### config.mk
export PLATFORM = sky130hd
export DESIGN_NAME = regfile_access_ctrl
export DESIGN_NICKNAME = d
export VERILOG_FILES = /design/src/rtl/regfile_pkg.sv /design/src/rtl/regfile_access_ctrl.sv
export SDC_FILE = /design/constraint.sdc
export NUM_CORES = 1
export LEC_CHECK = 0
export ABC_CLOCK_PERIOD_IN_PS = 1600
export BUFFER_PORTS_ARGS = -buffer_cell sky130_fd_sc_hd__buf_2
export CELL_PAD_IN_SITES_DETAIL_PLACEMENT = 1
export CELL_PAD_IN_SITES_GLOBAL_PLACEMENT = 2
export CORE_AREA = 2 2 72 74
export CTS_CLUSTER_DIAMETER = 30
export DETAILED_ROUTE_END_ITERATION = 8
export DIE_AREA = 0 0 74 76
export GPL_TIMING_DRIVEN = 0
export PLACE_DENSITY_LB_ADDON = 0.12
export SLEW_MARGIN = 10
export SYNTH_ARGS = -nofsm -noshare
export SYNTH_HDL_FRONTEND = slang
export SYNTH_SLANG_ARGS = --single-unit
### constraint.sdc
create_clock -name clk -period 1.6 [get_ports clk]
set_input_delay 0.24 -clock clk [delete_from_list [all_inputs] [get_ports clk]]
set_output_delay 0.24 -clock clk [all_outputs]
set_load 0.005 [all_outputs]
### src/rtl/regfile_pkg.sv
// Shared definitions for the register-file access controller: default
// geometry and the controller state encoding.
package regfile_pkg;

    localparam int DATA_W_DEF = 8;
    localparam int ADDR_W_DEF = 3;

    // ST_CLR is only reachable when the clear-on-reset sweep is built in.
    typedef enum logic [2:0] {
        ST_IDLE = 3'd0,
        ST_WR   = 3'd1,
        ST_RD   = 3'd2,
        ST_RSP  = 3'd3,
        ST_CLR  = 3'd4
    } state_t;

endpackage

### src/rtl/regfile_access_ctrl.sv
// Command-driven initiator for the register file. Accepts one read/write
// command at a time over a valid/ready stream, drives the register-file
// write port and one read port, and returns read data on a response stream.
// Only one access is in flight, so a read always sees all earlier writes.
//
// Build option: define REGFILE_CLEAR_EN to make reset zero every register
// with an ascending sweep before the first command is accepted.
module regfile_access_ctrl
    import regfile_pkg::*;
#(
    parameter int DATA_W = DATA_W_DEF,
    parameter int ADDR_W = ADDR_W_DEF
) (
    input  logic              clk,
    input  logic              rst,
    input  logic              cmd_valid,
    output logic              cmd_ready,
    input  logic              cmd_write,
    input  logic [ADDR_W-1:0] cmd_addr,
    input  logic [DATA_W-1:0] cmd_wdata,
    output logic              rsp_valid,
    input  logic              rsp_ready,
    output logic [DATA_W-1:0] rsp_data,
    output logic [ADDR_W-1:0] rsp_addr,
    output logic              rf_we,
    output logic [ADDR_W-1:0] rf_write_addr,
    output logic [DATA_W-1:0] rf_write_data,
    output logic [ADDR_W-1:0] rf_read_addr,
    input  logic [DATA_W-1:0] rf_read_data
);

    localparam logic [ADDR_W-1:0] LAST_ADDR = {ADDR_W{1'b1}};

    state_t state;

    // Controller FSM; every output is a register updated here.
    always_ff @(posedge clk) begin
        if (rst) begin
`ifdef REGFILE_CLEAR_EN
            state <= ST_CLR;
`else
            state <= ST_IDLE;
`endif
            cmd_ready     <= 1'b0;
            rsp_valid     <= 1'b0;
            rsp_data      <= '0;
            rsp_addr      <= '0;
            rf_we         <= 1'b0;
            rf_write_addr <= '0;
            rf_write_data <= '0;
            rf_read_addr  <= '0;
        end else begin
            case (state)
                ST_IDLE: begin
                    if (cmd_valid && cmd_ready) begin
                        cmd_ready <= 1'b0;
                        if (cmd_write) begin
                            rf_we         <= 1'b1;
                            rf_write_addr <= cmd_addr;
                            rf_write_data <= cmd_wdata;
                            state         <= ST_WR;
                        end else begin
                            rf_read_addr <= cmd_addr;
                            state        <= ST_RD;
                        end
                    end else begin
                        // Also raises ready on the first cycle out of reset.
                        cmd_ready <= 1'b1;
                    end
                end
                ST_WR: begin
                    // Write lands at this edge; write address/data are held.
                    rf_we     <= 1'b0;
                    cmd_ready <= 1'b1;
                    state     <= ST_IDLE;
                end
                ST_RD: begin
                    rsp_data  <= rf_read_data;
                    rsp_addr  <= rf_read_addr;
                    rsp_valid <= 1'b1;
                    state     <= ST_RSP;
                end
                ST_RSP: begin
                    if (rsp_ready) begin
                        rsp_valid <= 1'b0;
                        cmd_ready <= 1'b1;
                        state     <= ST_IDLE;
                    end
                end
`ifdef REGFILE_CLEAR_EN
                ST_CLR: begin
                    // rf_write_addr doubles as the sweep counter, starting at 0.
                    rf_write_data <= '0;
                    if (!rf_we) begin
                        rf_we <= 1'b1;
                    end else if (rf_write_addr == LAST_ADDR) begin
                        rf_we     <= 1'b0;
                        cmd_ready <= 1'b1;
                        state     <= ST_IDLE;
                    end else begin
                        rf_write_addr <= ADDR_W'(rf_write_addr + 1'b1);
                    end
                end
`endif
                default: state <= ST_IDLE;
            endcase
        end
    end

endmodule
==> impl_metrics.tcl <==
set metrics [dict create \
    power.internal_mw 1.15 \
    dr_total_vias 1108 \
    first_global_vias 1166 \
    antenna_found_initial 0 \
    netlist_area_sq_um 1160 \
    fin_tns_setup_ns 0 \
    routedWlPerCell_microns 12.6 \
    cts_root_buffer "clkbuf_8" \
    synth_seq_cells 30 \
    row_count 26 \
    power_frac_seq_pct 52.3 \
    worst-path-buf-inv 1 \
    setup_viol 0 \
    drv_slew 0 \
    peakVddDrop_mv 0.287 \
    post_cts_resize_count 0 \
    grt_pass1_wl_microns 5290 \
    arrival_ns 1.46 \
    cp_slowest_cell "dfxtp_1" \
    viasPerCell 4.33 \
    drcViolationCount 0 \
    crit_path_end_kind "flip-flop" \
    crit_chain "and4bb_1, and2_4, buf_6, mux2i_1" \
    synth_area_per_cell_sq_um 9.10 \
    layout_min_cycle_time_ns 1.26 \
    portBuffers 51 \
    cts_sinks 30 \
    place_congestion 0.718 \
    finalHoldViolations 0 \
    core-area_sq_um 4910 \
    crit_family "simple AND/OR/NAND/NOR gates" \
    synthDistinctLibCells 19 \
    cts_setup_buffers 0 \
    cp_max_fo 10 \
    rsz0062_at_grt "no" \
    start_util_pct 23.7 \
    p_per_area_nw_per_um2 956 \
    swShare_pct 23.9 \
    cts_tree "yes" \
    worst_pin_slew_ns 0.468 \
    path_clk_slew_ns 0.06 \
    totalWireLength_microns 3220 \
    fillers 613 \
    die_width_microns 74 \
    drtIter0Drc 34 \
    fin_cells 256 \
    grt_max_degree 11 \
    period_share_pct 78.7 \
    grt.overflow.total 0 \
    maxCapViolCount 0 \
    power_switching_uw 362 \
    dpl.cell_count 249 \
    p_clk_share_pct 37.1 \
    clk_latency_ns 0.28 \
    final_common_cell "buf_2" \
    layout_common_cells "buf_2 (54), dfxtp_1 (30), nand2_1 (24)" \
    synth_fp_nets 152 \
    globalRouteTotalUtil_pct 12.1 \
    clockBufferDepth 2 \
    cp_slowest_stage_delay_ns 0.34 \
    cp.required_ns 1.80 \
    leakagePower_nw 0.694 \
    max_freq_mhz 794 \
    drive_gt1_share_pct 33.3 \
    dieArea_sq_um 5620 \
    synthCells 128 \
    cp-start-kind "flip-flop" \
    slew_headroom_pct 68.8 \
    num_antenna_cells 0 \
    power_frac_comb_pct 10.6 \
    fin_skew_ns 0.00318 \
    fp.dieH_microns 76 \
    htree_num_levels 2 \
    area_growth_pct 36.0 \
    hp-class "primary input to flip-flop" \
    hpwl_microns 2470 \
    holdBufCountCts 0 \
    dr.pass1.iters 4 \
    yosysSeqAreaShare_pct 51.6 \
    cts_inserted_buffers 5 \
    ioPinCount 52 \
    critPathKind "flip-flop to flip-flop" \
    ys_warn_count 0 \
    layout.nets 210 \
    ant_nets 0 \
    outcome "finished, final reports clean" \
]
==> registers in the layout, indices dropped and copies added, names as in the netlist <==
name,cells
rf_write_data,8
rsp_data,8
rf_read_addr,3
rf_write_addr,3
rsp_addr,3
state,2
cmd_ready,1
rf_we,1
rsp_valid,1
==> cells by family (layout without fill, tap and decap cells) <==
kind of cell	after synthesis	after routing	synth area share (%)
simple gates	57	57	27.4
buf+inv	10	68	4.19
mux	6	6	5.16
compound gates	25	25	11.7
flops	30	30	51.6
==> final timing paths <==
path,from,end,slack [ns],cells past startpoint
min,rf_read_data[2],rsp_data[2]$_SDFFE_PP0N_,0.19,3
max reg2reg,state[0]$_SDFFE_PP0P_,rf_write_addr[1]$_SDFFE_PP0P_,0.34,4
max,state[0]$_SDFFE_PP0P_,rf_write_addr[1]$_SDFFE_PP0P_,0.34,4
min reg2reg,rsp_data[2]$_SDFFE_PP0N_,rsp_data[2]$_SDFFE_PP0N_,0.45,2
==> layout make-up <==
type | count | area (sq um) | share of cell area, %
Tap cell | 70 | 87.6 | 5.53
Timing Repair Buffer | 51 | 255 | 16.1
Buffer | 9 | 45.0 | 2.84
Inverter | 1 | 3.75 | 0.237
Clock buffer | 7 | 76.3 | 4.82
Sequential cell | 30 | 601 | 37.9
Multi-Input combinational cell | 88 | 515 | 32.5
==> cell usage after synthesis <==
master / count / area [sq um]
a21bo_2: 1 / 10.0
nor2_1: 2 / 7.51
and4bb_1: 1 / 12.5
a211oi_1: 1 / 7.51
inv_1: 1 / 3.75
nor2b_1: 1 / 6.26
buf_6: 1 / 11.3
a41oi_1: 1 / 8.76
nand4b_1: 8 / 70.1
nand2_1: 24 / 90.1
and2_4: 1 / 8.76
dfxtp_1: 30 / 601
nor3_1: 1 / 5.00
nand2b_1: 19 / 119
clkbuf_1: 5 / 18.8
o21ai_1: 8 / 40.0
a21oi_1: 14 / 70.1
mux2i_1: 6 / 60.1
buf_2: 3 / 15.0
==> power by group through the flow <==
stage               combinational, mW  clock [mW]  sequential [mW]
global placement                0.159           0            0.808
global route                    0.181       0.616            0.796
detailed placement              0.165           0            0.810
floorplan                      0.0818           0            0.810
CTS                             0.165       0.590            0.793
finish                          0.160       0.562            0.793
==> through the flow <==
step                      util [%]  power, mW  hold slack (ns)  cell area, sq um  setup slack (ns)
after floorplan                  -      0.891            0.376              1160             0.496
after global placement        30.7      0.967            0.438              1510             0.334
after detailed placement      30.7      0.974            0.445              1510             0.298
after CTS                     32.2       1.55            0.187              1580             0.323
after global routing          32.2       1.59            0.205              1580             0.241
final                         32.2       1.51            0.193              1580             0.340
==> worst reg2reg max path: cells and delay by family (launching register included) <==
family | cells | cell delay, ns
buffers and inverters | 1 | 0.15
AND/OR/NAND/NOR | 2 | 0.50
flip-flops | 1 | 0.34
multiplexers | 1 | 0.20
==> routing by layer <==
metal | vias up | share of wire, % | GRT usage, %
li1 | 549 | - | -
met1 | 517 | 40 | 13.7
met2 | 37 | 51 | 20.3
met3 | 5 | 7.4 | 4.37
met4 | 0 | 1.6 | 4.91
met5 | - | 0 | 0
(Power assumes the default switching activity.)
